File: src/rtl/mem_arbiter.sv
// Two-port fetch/data arbiter sharing one single-ported memory bus.
// Optional fetch starvation guard: define ARB_STARVE_GUARD_EN.
module mem_arbiter #(
    parameter int ADDR_W       = 32,
    parameter int DATA_W       = 32,
    parameter int STARVE_LIMIT = 4
) (
    input  logic              clk,
    input  logic              rst,
    input  logic              inst_req,
    input  logic [ADDR_W-1:0] inst_addr,
    output logic [DATA_W-1:0] inst_rdata,
    output logic              inst_ready,
    input  logic              data_req,
    input  logic [3:0]        data_wen,
    input  logic [ADDR_W-1:0] data_addr,
    input  logic [DATA_W-1:0] data_wdata,
    output logic [DATA_W-1:0] data_rdata,
    output logic              data_ready,
    output logic              stall_inst,
    output logic              stall_data,
    output logic              bus_req,
    output logic [3:0]        bus_wen,
    output logic [ADDR_W-1:0] bus_addr,
    output logic [DATA_W-1:0] bus_wdata,
    input  logic [DATA_W-1:0] bus_rdata,
    input  logic              bus_ack
);

    typedef enum logic [1:0] {
        IDLE = 2'd0,
        INST = 2'd1,
        DATA = 2'd2,
        DONE = 2'd3
    } state_t;

    state_t            state_q, state_d;
    logic              bus_req_q, bus_req_d;
    logic [3:0]        bus_wen_q, bus_wen_d;
    logic [ADDR_W-1:0] bus_addr_q, bus_addr_d;
    logic [DATA_W-1:0] bus_wdata_q, bus_wdata_d;
    logic              inst_ready_q, inst_ready_d;
    logic              data_ready_q, data_ready_d;
    logic [DATA_W-1:0] inst_rdata_q, inst_rdata_d;
    logic [DATA_W-1:0] data_rdata_q, data_rdata_d;

    logic starve;
    logic grant_data;
    logic grant_inst;

`ifdef ARB_STARVE_GUARD_EN
    localparam logic [3:0] LIMIT = 4'(STARVE_LIMIT);

    logic [3:0] cnt_q, cnt_d;

    assign starve = inst_req & (cnt_q == LIMIT);

    // Counts data grants that overtook a waiting fetch.
    always_comb begin
        cnt_d = cnt_q;
        if (state_q == IDLE) begin
            if (!inst_req || grant_inst) begin
                cnt_d = 4'd0;
            end else if (grant_data) begin
                cnt_d = cnt_q + 4'd1;
            end
        end
    end
`else
    logic [3:0] unused_limit;

    assign unused_limit = 4'(STARVE_LIMIT);
    assign starve       = 1'b0;
`endif

    assign grant_data = data_req & ~starve;
    assign grant_inst = inst_req & (~data_req | starve);

    always_comb begin
        state_d      = state_q;
        bus_req_d    = bus_req_q;
        bus_wen_d    = bus_wen_q;
        bus_addr_d   = bus_addr_q;
        bus_wdata_d  = bus_wdata_q;
        inst_ready_d = 1'b0;
        data_ready_d = 1'b0;
        inst_rdata_d = inst_rdata_q;
        data_rdata_d = data_rdata_q;

        unique case (state_q)
            IDLE: begin
                unique case (1'b1)
                    grant_data: begin
                        state_d     = DATA;
                        bus_req_d   = 1'b1;
                        bus_addr_d  = data_addr;
                        bus_wen_d   = data_wen;
                        bus_wdata_d = data_wdata;
                    end
                    grant_inst: begin
                        state_d     = INST;
                        bus_req_d   = 1'b1;
                        bus_addr_d  = inst_addr;
                        bus_wen_d   = 4'b0000;
                        bus_wdata_d = '0;
                    end
                    default: ;
                endcase
            end
            INST: begin
                if (bus_ack) begin
                    inst_rdata_d = bus_rdata;
                    inst_ready_d = 1'b1;
                    bus_req_d    = 1'b0;
                    state_d      = DONE;
                end
            end
            DATA: begin
                if (bus_ack) begin
                    // Stores leave the last load value in place.
                    if (bus_wen_q == 4'b0000) begin
                        data_rdata_d = bus_rdata;
                    end
                    data_ready_d = 1'b1;
                    bus_req_d    = 1'b0;
                    state_d      = DONE;
                end
            end
            DONE: begin
                state_d = IDLE;
            end
            default: begin
                state_d = IDLE;
            end
        endcase
    end

    always_ff @(posedge clk or posedge rst) begin
        if (rst) begin
            state_q      <= IDLE;
            bus_req_q    <= 1'b0;
            bus_wen_q    <= 4'b0000;
            bus_addr_q   <= '0;
            bus_wdata_q  <= '0;
            inst_ready_q <= 1'b0;
            data_ready_q <= 1'b0;
            inst_rdata_q <= '0;
            data_rdata_q <= '0;
`ifdef ARB_STARVE_GUARD_EN
            cnt_q        <= 4'd0;
`endif
        end else begin
            state_q      <= state_d;
            bus_req_q    <= bus_req_d;
            bus_wen_q    <= bus_wen_d;
            bus_addr_q   <= bus_addr_d;
            bus_wdata_q  <= bus_wdata_d;
            inst_ready_q <= inst_ready_d;
            data_ready_q <= data_ready_d;
            inst_rdata_q <= inst_rdata_d;
            data_rdata_q <= data_rdata_d;
`ifdef ARB_STARVE_GUARD_EN
            cnt_q        <= cnt_d;
`endif
        end
    end

    assign bus_req    = bus_req_q;
    assign bus_wen    = bus_wen_q;
    assign bus_addr   = bus_addr_q;
    assign bus_wdata  = bus_wdata_q;
    assign inst_ready = inst_ready_q;
    assign data_ready = data_ready_q;
    assign inst_rdata = inst_rdata_q;
    assign data_rdata = data_rdata_q;
    assign stall_inst = inst_req & ~inst_ready_q;
    assign stall_data = data_req & ~data_ready_q;

endmodule

File: config.mk
export PLATFORM = sky130hd
export DESIGN_NAME = mem_arbiter
export DESIGN_NICKNAME = d
export VERILOG_FILES = /design/src/rtl/mem_arbiter.sv
export SDC_FILE = /design/constraint.sdc
export NUM_CORES = 1
export LEC_CHECK = 0
export ABC_AREA = 1
export BUFFER_PORTS_ARGS = -buffer_cell sky130_fd_sc_hd__clkbuf_2
export CORE_MARGIN = 3
export CORE_UTILIZATION = 51
export CTS_CLUSTER_DIAMETER = 150
export DETAILED_ROUTE_END_ITERATION = 7
export PLACE_DENSITY_LB_ADDON = 0.3
export SYNTH_ARGS = -nofsm -noshare
export SYNTH_HDL_FRONTEND = slang
export SYNTH_SLANG_ARGS = --single-unit
File: constraint.sdc
create_clock -name clk -period 8 [get_ports clk]
set_clock_uncertainty 0.15 [all_clocks]
set_input_delay 0.4 -clock clk [delete_from_list [all_inputs] [get_ports clk]]
set_output_delay 0.4 -clock clk [all_outputs]
set_load 0.03 [all_outputs]
Word-level counts from Yosys, hierarchy flattened
Index checks and enable logic that the tools add are counted.

Flip-flop bits (word level): 137. Bits of input ports: 137. Output and inout port bits: 137. Logic and storage cells: 44.

Eq/ne operators: 6. Multiplexer cells: 12. Bitwise logic cells: 6. Reduce and logical (&&, ||, !) cells: 11.

Operators with widths (number): 32-bit case mux with 2 select lines (2); 4-bit case mux with 2 select lines (1); 2-bit case mux with 3 select lines (1); 2-bit AND reduction (3); 3-bit AND reduction (2); 1-bit 2-to-1 mux (5); 2-bit == test (second input constant) (2); 4-bit zero test (1); 2-bit case mux with 2 select lines (1); 2-bit nonzero test (2); 2-bit OR reduction (2); 1-bit AND (3); 3-bit != test (second input constant) (1); 1-bit inverter (3); 2-bit by 1-bit == test with 1-bit output (second input constant) (1); 2-bit zero test (1); 2-bit 2-to-1 mux (1); 2-bit by 1-bit != test with 1-bit output (second input constant) (1); 2-bit != test (second input constant) (1); 1-bit case mux with 2 select lines (1).

Logic depth before layout (Yosys ltp)
Depth after elaboration: 5. Mapped depth: 9. Depth with buffers taken out: 7.

Worst setup path before layout
No wires, ideal clock.

Path kind: register -> register. From: register state_q[0]. To: register bus_addr_q[0], in the netlist bus_addr[0]. Setup time: 0.117 ns. Arrival time: 1.315 ns. Required time: 7.733 ns. Path slack: 6.418 ns. Cell stages (with the launch flop): 10. Path buffers: 2. Cells stage by stage: dfrtp_1 -> inv_1 -> ha_1 -> inv_2 -> nor2_4 -> inv_2 -> buf_6 -> buf_4 -> nand2_1 -> nand2_1.

Longest elaborated chain between the ends: 2.

Ends and longest elaborated chain: from (decl) (RTL line 37) `state_t state_q, state_d;`; from (signal assigned) (RTL line 153) `state_q <= state_d;`; 2-bit zero test (RTL line 90) `unique case (state_q)`; 2-bit AND reduction (no source line); to (signal assigned) (RTL line 156) `bus_addr_q <= bus_addr_d;`; to (decl) (RTL line 40) `logic [ADDR_W-1:0] bus_addr_q, bus_addr_d;`.

Every way passes these cells. A chain may end at the register's enable or synchronous reset.

Worst setup path in the final report
From: register state_q[0]. To: register bus_wdata_q[13], in the netlist bus_wdata[13].

Longest elaborated chain between the ends: 2.

Ends and longest elaborated chain: 2-bit zero test (RTL line 90); 2-bit AND reduction (no source line); to (signal assigned) (RTL line 157) `bus_wdata_q <= bus_wdata_d;`; to (decl) (RTL line 41) `logic [DATA_W-1:0] bus_wdata_q, bus_wdata_d;`.

Every way passes these cells.

==> flow_summary.yaml <==
outcome:
  status: "complete, no violations"
clocking:
  clk_latency_ps: 400
  clk_pin_slew_ps: 60
  cts_made_buffers: 17
  htree_levels: 4
  cts_root_buffer: "clkbuf_16"
  cts_tree: "yes"
  cts.sinks: 137
  clockBufferDepth: 2
logic_synthesis:
  yosysWarnings: 0
  synth_top_area_share_pct: 57.2
  yosys_register_bits: 137
  synth_top_family_by_area: "simple AND/OR/NAND/NOR gates"
  synthAdderAreaFrac_pct: 1.04
  muxShareOfSynthArea_pct: 0
  synth_area_per_cell_um2: 8.00
  synth-seq-area-share_pct: 57.2
  synthSimpleGateAreaFrac_pct: 33.2
  mappedNetlistArea_um2: 5990
  yosys-top-cells-area: "dfrtp_1, nand2_1, nand3_1"
  syn_nets: 891
  synth_area_leader_cell: "dfrtp_1"
  synth_cell_types: 16
  synth_compound_area_share_pct: 0.167
  synth_xor_area_share_pct: 0
  synth_cells: 749
setup_path:
  crit_family: "buffers and inverters"
  max_stage_delay_ps: 640
  critPathBufInv: 4
  cp_max_fo: 66
  start_kind: "register"
  slowest_stage: "nor2_4"
  r2r_slack_ps: 4940
  critical_path_arrival_ps: 3190
  worstSetupPathType: "reg2reg"
  cp-end-kind: "register"
  required_ps: 8140
  crit_chain: "inv_1 -> ha_1 -> buf_4 -> inv_2 -> nor2_4 -> inv_2 -> nand2_1 -> nand2_1"
die:
  initial_core_util_pct: 53.6
  coreArea_um2: 11200
  ioPinCount: 274
  rows: 38
  die_x_um: 114
  die_h_um: 114
  design.die.area_um2: 13100
finish:
  area_delta_synth_final_pct: 32.7
  layout-drive-gt1-share_pct: 31.1
  fillerInstances: 902
  antennaDiodeCount: 0
  layout.cells.non_filler: 1160
  fin_util_pct: 71.1
  final_cell_mix: "nand2_1, clkbuf_2, dfrtp_1"
  postLayoutCellArea_um2: 7950
  final_net_count: 1149
  final_common_cell: "nand2_1"
route:
  drc_errors: 0
  drtIter0Drc: 599
  wl_um: 16300
  dr.pass1.iters: 5
  top_layer: "met4"
  final_antenna_net_count: 0
  num_vias: 5644
  met2_length_um: 7830
  wire_per_inst_um: 14.1
  met1_length_um: 6690
  viasPerCell: 4.87
  met3_length_um: 1330
timing:
  finalCritPeriodShare_pct: 38.2
  period_minus_slack_ps: 3060
  timing.hold.ws_ps: 59.3
  clock.fmax_mhz: 327
  rsz0062_at_grt: "false"
  slew_violations: 0
  fin_setup_tns_ps: 0
  relSlewSlack_pct: 27.7
  worstMarginPinSlew_ps: 1080
  hold_violations: 0
  fin_ws_ps: 4940
  setup_viol: 0
placed_design:
  dpl-instance-area_um2: 7360
  dpl.cell_count: 1127
  post-place-ws_ps: 4930
  gp_congestion: 0.857
  hpwl_um: 11600
  numPortBuffers: 273
power:
  leakage_nw: 4.94
  vdd_drop_max_mv: 0.251
  p_per_area_nw_per_um2: 452
  power_mw: 3.59
min_path:
  hp-class: "in2reg"
global_route:
  antenna_found_initial: 0
  grt_usage_pct: 25.0
  grt-ovfl-total: 0
  grt_pass1_vias: 5230
  grt_pass1_wl_um: 25700
  grt_max_degree: 73
job:
  cap_violations: 0
[final timing paths]
kind / start / endpoint / depth (start not counted)
setup reg to reg: state_q[0]$_DFFE_PP0P_ / bus_wdata[13]$_DFFE_PP0P_ / 8
hold / removal: bus_rdata[15] / inst_rdata[15]$_DFFE_PP0P_ / 3
setup / recovery: state_q[0]$_DFFE_PP0P_ / bus_wdata[13]$_DFFE_PP0P_ / 8
hold reg to reg: data_rdata[24]$_DFFE_PP0P_ / data_rdata[24]$_DFFE_PP0P_ / 2
max in group asynchronous: rst / data_rdata[10]$_DFFE_PP0P_ / 4
min in group asynchronous: rst / bus_wdata[9]$_DFFE_PP0P_ / 3
[cell usage after synthesis]
cell,n
nand2_1,378
dfrtp_1,137
nand3_1,101
inv_1,76
buf_2,31
ha_1,5
buf_4,4
clkbuf_1,3
nor2_1,3
nor2_4,3
inv_2,2
o21ai_0,2
buf_6,1
nand4_1,1
nor2_2,1
or2_2,1
[registers in the layout, summed over array words and instances, names as in the netlist]
signal / count
bus_addr: 32
bus_wdata: 32
data_rdata: 32
inst_rdata: 32
bus_wen: 4
state_q: 2
bus_req: 1
data_ready: 1
inst_ready: 1
[cell type report]
type | count | area [um^2] | area share (%)
timing repair buffer | 278 | 1410 | 17.7
tap | 140 | 175 | 2.20
inverter | 78 | 298 | 3.75
multi-input combinational | 495 | 2060 | 26.0
clock buffer | 18 | 429 | 5.40
clock inverter | 14 | 149 | 1.87
sequential | 137 | 3430 | 43.1
[kinds of logic after synthesis]
group	count (synthesis)
AND/OR/NAND/NOR	488
buffers and inverters	117
AO/OA/AOI/OAI	2
adder cells (fa/ha/maj)	5
flip-flops	137
[power breakdown]
group / total (mW) / internal [mW] / switching [mW]
combinational: 1.64 / 0.431 / 1.21
sequential: 1.19 / 1.01 / 0.184
clock: 0.758 / 0.460 / 0.298
[repair_timing]
item | 4_1_cts | 5_1_grt
buffers inserted | 0 | 0
endpoints found under the setup margin | 0 | 0
hold buffers | 1 | 0
hold endpoints to repair | 65 | 0
gates resized for setup | 0 | 0
[metal layers]
metal	vias to the layer above	GRT usage [%]
met2	259	40.4
met5	-	0
li1	2789	-
met1	2559	33.3
met4	0	9.42
met3	37	5.60
[worst reg2reg max path, cell delays in order, from the launching register on]
cell and delay, ps:
dfrtp_1 400, inv_1 140, ha_1 160, buf_4 350, inv_2 110, nor2_4 640, inv_2 640, nand2_1 270
nand2_1 80
Note: power is estimated with default switching activity, not from simulation.
